==> config.mk <==
export PLATFORM = sky130hd
export DESIGN_NAME = hazard_control_unit
export DESIGN_NICKNAME = d
export VERILOG_FILES = /design/src/rtl/hazard_control_unit_pkg.sv /design/src/rtl/hazard_control_unit_sat_counter16.sv /design/src/rtl/hazard_control_unit.sv
export SDC_FILE = /design/constraint.sdc
export NUM_CORES = 1
export LEC_CHECK = 0
export ABC_AREA = 1
export BUFFER_PORTS_ARGS = -buffer_cell sky130_fd_sc_hd__buf_2
export CAP_MARGIN = 5
export CORE_MARGIN = 2
export CORE_UTILIZATION = 59
export CTS_BUF_LIST = sky130_fd_sc_hd__clkbuf_4 sky130_fd_sc_hd__clkbuf_8
export CTS_CLUSTER_SIZE = 28
export DETAILED_ROUTE_END_ITERATION = 16
export PLACE_DENSITY = 0.92
export SYNTH_ARGS = -nofsm -noshare
export SYNTH_HDL_FRONTEND = slang
export SYNTH_SLANG_ARGS = --single-unit
==> constraint.sdc <==
create_clock -name clk -period 3.75 [get_ports clk]
set_clock_uncertainty 0.2 [all_clocks]
set_input_delay 0.75 -clock clk [delete_from_list [all_inputs] [get_ports clk]]
set_output_delay 0.75 -clock clk [all_outputs]
set_load 0.02 [all_outputs]
==> src/rtl/hazard_control_unit_pkg.sv <==
`default_nettype none
// ============================================================================
// Module : hazard_control_unit_pkg
// Brief  : Shared encodings for the hazard control unit and its counters.
// Rev    : 1.0
// ============================================================================
package hazard_control_unit_pkg;

    localparam logic [1:0] ST_RUN    = 2'd0;
    localparam logic [1:0] ST_LSTALL = 2'd1;
    localparam logic [1:0] ST_FLUSH  = 2'd2;

    localparam logic [1:0] ALU1_PC   = 2'd0;
    localparam logic [1:0] ALU1_A    = 2'd1;
    localparam logic [1:0] ALU1_FWD  = 2'd2;
    localparam logic [1:0] ALU1_ZERO = 2'd3;

    localparam logic [1:0] ALU2_B      = 2'd0;
    localparam logic [1:0] ALU2_CONST2 = 2'd1;
    localparam logic [1:0] ALU2_IMM    = 2'd2;
    localparam logic [1:0] ALU2_FWD    = 2'd3;

    localparam logic [1:0] SRC1_PC   = 2'd0;
    localparam logic [1:0] SRC1_REG  = 2'd1;
    localparam logic [1:0] SRC1_ALT  = 2'd2;
    localparam logic [1:0] SRC1_ZERO = 2'd3;

    localparam logic [1:0] SRC2_REG    = 2'd0;
    localparam logic [1:0] SRC2_CONST2 = 2'd1;
    localparam logic [1:0] SRC2_IMM    = 2'd2;
    localparam logic [1:0] SRC2_ALT    = 2'd3;

    localparam logic [3:0] REG_ZERO = 4'd0;

    function automatic logic src1_is_reg(input logic [1:0] src);
        return (src == SRC1_REG) || (src == SRC1_ALT);
    endfunction

    function automatic logic src2_is_reg(input logic [1:0] src);
        return (src == SRC2_REG) || (src == SRC2_ALT);
    endfunction

    // The unused source codes alias onto the register path.
    function automatic logic [1:0] map_src1(input logic [1:0] src);
        return (src == SRC1_ALT) ? ALU1_A : src;
    endfunction

    function automatic logic [1:0] map_src2(input logic [1:0] src);
        return (src == SRC2_ALT) ? ALU2_B : src;
    endfunction

endpackage
`default_nettype wire

==> src/rtl/hazard_control_unit_sat_counter16.sv <==
`default_nettype none
// ============================================================================
// Module : sat_counter16
// Brief  : 16-bit event counter that saturates at all-ones.
// Rev    : 1.0
// ============================================================================
module sat_counter16 (
    input  logic        clk,
    input  logic        rst,
    input  logic        inc,
    output logic [15:0] count
);

    logic [15:0] r_count;

    always_ff @(posedge clk) begin
        if (rst) begin
            r_count <= 16'd0;
        end else if (inc && (r_count != 16'hFFFF)) begin
            r_count <= r_count + 16'd1;
        end
    end

    assign count = r_count;

endmodule
`default_nettype wire

==> src/rtl/hazard_control_unit.sv <==
`default_nettype none
// ============================================================================
// Module : hazard_control_unit
// Brief  : Forwarding select, load-use stall and taken-branch flush control.
// Rev    : 1.0
// ============================================================================
module hazard_control_unit
    import hazard_control_unit_pkg::*;
(
    input  logic        clk,
    input  logic        rst,
    input  logic        dec_valid,
    input  logic [3:0]  dec_rs1,
    input  logic [3:0]  dec_rs2,
    input  logic [1:0]  dec_src1,
    input  logic [1:0]  dec_src2,
    input  logic [3:0]  ex_rd,
    input  logic        ex_regwrite,
    input  logic        ex_is_load,
    input  logic        ex_branch,
    input  logic        ex_taken,
    output logic [1:0]  aluin1,
    output logic [1:0]  aluin2,
    output logic        stall,
    output logic        flush_if,
    output logic        flush_id,
    output logic [1:0]  state,
    output logic [15:0] stall_count,
    output logic [15:0] flush_count
);

    logic       w_match1;
    logic       w_match2;
    logic       w_load_use;
    logic       w_br;
    logic       w_fwd1;
    logic       w_fwd2;
    logic       w_stall;
    logic       w_flush_if;
    logic       w_flush_id;
    logic [1:0] w_state_next;
    logic [1:0] r_state;
    logic [1:0] r_aluin1;
    logic [1:0] r_aluin2;

    assign w_match1 = ex_regwrite && (ex_rd != REG_ZERO) && (ex_rd == dec_rs1)
                      && src1_is_reg(dec_src1);
    assign w_match2 = ex_regwrite && (ex_rd != REG_ZERO) && (ex_rd == dec_rs2)
                      && src2_is_reg(dec_src2);

    assign w_load_use = dec_valid && ex_is_load && (w_match1 || w_match2);
    assign w_br       = ex_branch && ex_taken;

    // A load result is not available in execute, so it is never forwarded.
    assign w_fwd1 = dec_valid && w_match1 && !ex_is_load;
    assign w_fwd2 = dec_valid && w_match2 && !ex_is_load;

    always_comb begin
        w_stall      = 1'b0;
        w_flush_if   = 1'b0;
        w_flush_id   = 1'b0;
        w_state_next = ST_RUN;
        if (w_br) begin
            w_flush_if   = 1'b1;
            w_flush_id   = 1'b1;
            w_state_next = ST_FLUSH;
        end else begin
            case (r_state)
                ST_RUN: begin
                    if (w_load_use) begin
                        w_stall      = 1'b1;
                        w_flush_id   = 1'b1;
                        w_state_next = ST_LSTALL;
                    end
                end
                ST_LSTALL: begin
                    w_stall    = 1'b1;
                    w_flush_id = 1'b1;
                end
                ST_FLUSH: begin
                    w_flush_if = 1'b1;
                end
                default: begin
                    w_state_next = ST_RUN;
                end
            endcase
        end
        if (rst) begin
            w_stall    = 1'b0;
            w_flush_if = 1'b0;
            w_flush_id = 1'b0;
        end
    end

    always_ff @(posedge clk) begin
        if (rst) begin
            r_state  <= ST_RUN;
            r_aluin1 <= ALU1_A;
            r_aluin2 <= ALU2_B;
        end else begin
            r_state <= w_state_next;
            if (w_flush_id) begin
                r_aluin1 <= ALU1_A;
                r_aluin2 <= ALU2_B;
            end else begin
                r_aluin1 <= w_fwd1 ? ALU1_FWD : map_src1(dec_src1);
                r_aluin2 <= w_fwd2 ? ALU2_FWD : map_src2(dec_src2);
            end
        end
    end

    sat_counter16 u_stall_cnt (
        .clk   (clk),
        .rst   (rst),
        .inc   (w_stall),
        .count (stall_count)
    );

    sat_counter16 u_flush_cnt (
        .clk   (clk),
        .rst   (rst),
        .inc   (w_br),
        .count (flush_count)
    );

    assign stall    = w_stall;
    assign flush_if = w_flush_if;
    assign flush_id = w_flush_id;
    assign state    = r_state;
    assign aluin1   = r_aluin1;
    assign aluin2   = r_aluin2;

endmodule
`default_nettype wire

### Word-level counts from Yosys, hierarchy flattened

Cells that the tools add are included.

* bitwise gates (word level): 1
* add/sub/neg operators: 2
* equality and inequality tests: 9
* reduce and logical (&&, ||, !) cells: 23
* multiplexer cells: 16

Operators with widths (count)
* $add 16x1->16 const B: 2
* $ne 16x16->1 const B: 2
* $logic_and 1x1->1: 14
* $mux 1: 10
* $mux 2: 5
* $eq 4x4->1: 2
* $eq 2x2->1 const B: 3
* $eq 2x1->1 const B: 2
* $logic_not 2->1: 2
* $reduce_bool 4->1: 1
* $logic_or 1x1->1: 3
* $reduce_or 3->1: 1
* $pmux 1 s2: 1
* $reduce_or 2->1: 1
* $logic_not 1->1: 1
* $not 1->1: 1

* output and inout bits: 41
* flip-flop bits (word level): 38
* bits of input ports: 23
* word-level logic and storage cells: 57

### Longest topological paths before layout

* depth after elaboration: 11
* gate-level depth with buffers: 14
* gate-level depth less buffers: 14

### By module

A second synthesis with hierarchy kept.

* cell total of the unflattened synthesis: 393
* area total of the unflattened synthesis: 2438.6 µm²

By module, submodules not included
* sat_counter16: cells an instance 149, area each 929.6 µm², instances 2, seq. area each 320.3 µm²
* hazard_control_unit: cells an instance 95, area each 579.3 µm², instances 1, seq. area each 120.1 µm²

### Worst setup path after synthesis

OpenSTA, ideal clock, no wires.

* path type: input-to-output
* start: input dec_src1[0]
* end: output flush_id
* required time: 2.800 ns
* path buffers: 0
* path slack: 0.849 ns
* arrival time: 1.951 ns
* stages on the path: 13
* cell sequence: inv_1 ha_1 a21boi_0 nand2_1 nor2_1 nand2_1 nand2_1 nand2_2 nand2_4 nand2_1 nand2_1 nand2_1 inv_1

* cells in the longest elaborated chain, start to end: 9
* elaborated cells between the ends (all ways): 10
* those cells by class: eq/ne: 2; mux: 4; reduce/logical: 4

Ends and longest elaborated chain
* start: declaration: line hazard_control_unit.sv:15 `input logic [1:0] dec_src1,`
* $eq 2x1->1 / $eq 2x2->1 (equally long branches): line hazard_control_unit_pkg.sv:36 `return (src == SRC1_REG) || (src == SRC1_ALT);`
* $logic_or 1x1->1 (*): line hazard_control_unit_pkg.sv:36
* $logic_and 1x1->1 (*): line hazard_control_unit.sv:47 `&& src1_is_reg(dec_src1);`
* $logic_or 1x1->1 (*): line hazard_control_unit.sv:51 `assign w_load_use = dec_valid && ex_is_load && (w_match1 || w_match2);`
* $logic_and 1x1->1 (*): line hazard_control_unit.sv:51
* $mux 1 (*): line hazard_control_unit.sv:70 `if (w_load_use) begin`
* $pmux 1 s2 (*): line hazard_control_unit.sv:68 `case (r_state)`
* $mux 1 (*): line hazard_control_unit.sv:63 `if (w_br) begin`
* $mux 1 (*): line hazard_control_unit.sv:88 `if (rst) begin`
* end: declaration: line hazard_control_unit.sv:26 `output logic flush_id,`

Mark *: on every way between the ends. The rest lies on a longest branch, timed or not.

### Worst setup path after layout

Same ends and word-level chain as after synthesis.

==> run_results.csv <==
group,metric,value,unit
die,die_y,67.61,um
timing,hold_ws,0.2543,ns
detailed_routing,drt_iter0_drc,154,
detailed_routing,wire_per_inst,11.89,um
critical_path,slowest_stage,"ha_1",
finish,nNetsFinal,457,
synthesis,ys.warnings.count,0,
synthesis,syn_area,2387,um2
worst_hold_path,hp-start,"state[0]",
cts,htreeDepth,2,
cts,clock_path_buffers,2,
timing,period_share,88.80,%
die,boundaryPins,64,
cts,cts_tree,"built",
cts,postCtsHoldBufs,0,
power,power.leakage,1.333,nW
timing,setup_viol,0,
cts,clk_latency,0.30,ns
timing,hold_viol,0,
finish,fillCellCount,329,
job,drv_cap,0,
timing,setup_slack,0.4198,ns
synthesis,synth_nets,396,
critical_path,path_cells,"buf_2, inv_1, ha_1, a21boi_0, nand2_1, nor2_1, nand2_1, nand2_1, nand2_2, nand2_4, nand2_1, nand2_1, nand2_1, inv_1, buf_2",
worst_hold_path,hold_path_depth,1,
cts,cts.repair.resized,0,
die,rows,23,
global_routing,grt_max_degree,27,
place,dp.cells,471,
timing,fin_crit,3.330,ns
critical_path,max_stage_delay,0.26,ns
outcome,run_status,"finished clean",
cts,clock_sinks,38,
power,peakVddDrop,0.0002534,V
finish,fin_cells,479,
finish,multi_input_area,1349,um2
detailed_routing,ant_nets,0,
cts,clk_pin_slew,0.07,ns
timing,maxSlewHeadroom,58.69,%
detailed_routing,dr.pass1.iters,5,
finish,drive_gt1_share,19.35,%
critical_path,critPathMostFrequentCell,"nand2_1",
detailed_routing,drcViolationCount,0,
synthesis,synth-edff-count,0,
detailed_routing,wl,5693,um
critical_path,startpoint_type,"input port",
critical_path,critical_path_required,2.80,ns
synthesis,yosysSeqAreaShare,31.87,%
die,core_area,3943,um2
synthesis,synthTopCellsByCount,"nand2_1, inv_1, dfxtp_1, a21oi_1, nor2_1",
timing,rsz0062_at_grt,"no",
timing,final-max-slew-violation-count,0,
global_routing,grt_pass1_vias,2295,
synthesis,postSynthCellCount,367,
power,p_total,928.8,uW
global_routing,track_usage,26.78,%
synthesis,avgSynthCellArea,6.505,um2
critical_path,cp_top_family,"simple AND/OR/NAND/NOR gates",
cts,clockRootBuffer,"clkbuf_8",
critical_path,path_buf_inv,4,
place,place_ws,0.4550,ns
die,initial_utilization,60.55,%
place,io_buffers,63,
synthesis,yosys.area.top_type,"dfxtp_1",
critical_path,worst_r2r_path_depth,7,
critical_path,worst-path-max-fanout,18,
finish,area_delta_synth_final,19.81,%
place,gp_congestion,0.9112,
global_routing,gr-total-overflow,0,
synthesis,synth_most_common_cell,"nand2_1",
finish,register_area,760.7,um2
detailed_routing,via_per_inst,5.280,
critical_path,cp.arrival,2.38,ns
synthesis,ys_async_sr_fraction,0,%
timing,fmax,300.3,MHz
cts,cts_buffers,5,
critical_path,end_kind,"primary output",
critical_path,critPathKind,"in2out",
critical_path,reg2reg_from,"u_stall_cnt.count[0]",
synthesis,yosysUniqueCellTypes,30,
synthesis,synth_top_area_share,31.87,%
worst_hold_path,holdPathEnd,"state[0]",
detailed_routing,vias,2529,
die,die_x,67.61,um
global_routing,grt_pass1_wl,9404,um
synthesis,yosys-top-cells-area,"dfxtp_1, nand2_1, inv_1",
synthesis,ys_seq_elements,38,
critical_path,worstSetupStartpoint,"dec_src1[0]",
finish,num_antenna_cells,0,
place,place_hpwl,4268,um
cts,post_cts_buffers,0,
timing,tightestPinTransition,0.6177,ns
die,die-area,4571,um2
power,power_density,324.7,nW/um2
global_routing,antenna_found_initial,0,
critical_path,r2r_slack,1.27,ns
worst_hold_path,hp-class,"reg2reg",
timing,tns,0,ns
critical_path,crit-reg2reg-capture,"u_stall_cnt.count[14]",
synthesis,ys.flop_type,"dfxtp_1",
[power by group]
group          switching [mW]  total, mW  leakage [nW]  internal, mW
clock                   0.149      0.433        0.0714         0.284
sequential            0.00430      0.412         0.307         0.408
combinational          0.0558     0.0837         0.955        0.0279
[final cells by class]
type / count / area share, %
multi-input cells: 260 / 47.16
repair buffers: 64 / 11.29
well taps: 50 / 2.187
clock buffers: 6 / 2.887
clock inverters: 2 / 2.100
inverters: 59 / 7.787
flip-flops and latches: 38 / 26.60
[routing by layer]
layer	share of wire (%)	wire length, um	track usage, %	up-vias
met2	50	2831	49.02	75
met4	1.8	103	13.78	0
met3	5.3	301	4.833	10
met1	43	2457	29.07	1150
li1	-	-	-	1294
met5	0	0	0	-
[per-stage QoR]
step / utilization (%) / instance area, um2
after floorplan: - / 2387
final: 72.55 / 2860
after global routing: 72.55 / 2860
after CTS: 72.55 / 2860
after global placement: 68.93 / 2718
after detailed placement: 68.93 / 2718
[worst max path at each step]
stage | to | cells past startpoint
finish | flush_id | 15
global route | flush_id | 15
CTS | flush_id | 15
detailed placement | flush_id | 15
global placement | flush_id | 15
floorplan | flush_id | 13
[kinds of logic after synthesis]
family | Yosys count | synth area share [%]
buf+inv | 69 | 11.63
xor+xnor | 21 | 7.704
flops | 38 | 31.87
compound gates | 43 | 9.592
simple gates | 190 | 36.06
fa+ha+maj | 6 | 3.145
[state kept, by name, summed over array words and instances (netlist names)]
signal and cells:
u_flush_cnt.count 16, u_stall_cnt.count 16, aluin1 2, aluin2 2, state 2
[layout by cell type, fill, tap and decap left out]
cell / count
inv_2: 2
and2_1: 1
clkbuf_8: 6
clkinv_1: 1
nand3_2: 1
nand3b_1: 1
nand4_1: 19
xnor2_1: 5
buf_2: 63
a21boi_0: 1
bufinv_16: 2
nor3_1: 14
a21oi_1: 33
xor2_1: 16
nor3_2: 1
clkinv_2: 1
o21ai_4: 1
nor4_1: 3
nor3_4: 1
buf_4: 1
o21ai_0: 8
nor2_1: 31
dfxtp_1: 38
nand2_4: 2
inv_1: 55
nand2_1: 95
nand2_2: 2
ha_1: 6
nand3_1: 19
Note: power is estimated with default switching activity, not from simulation.
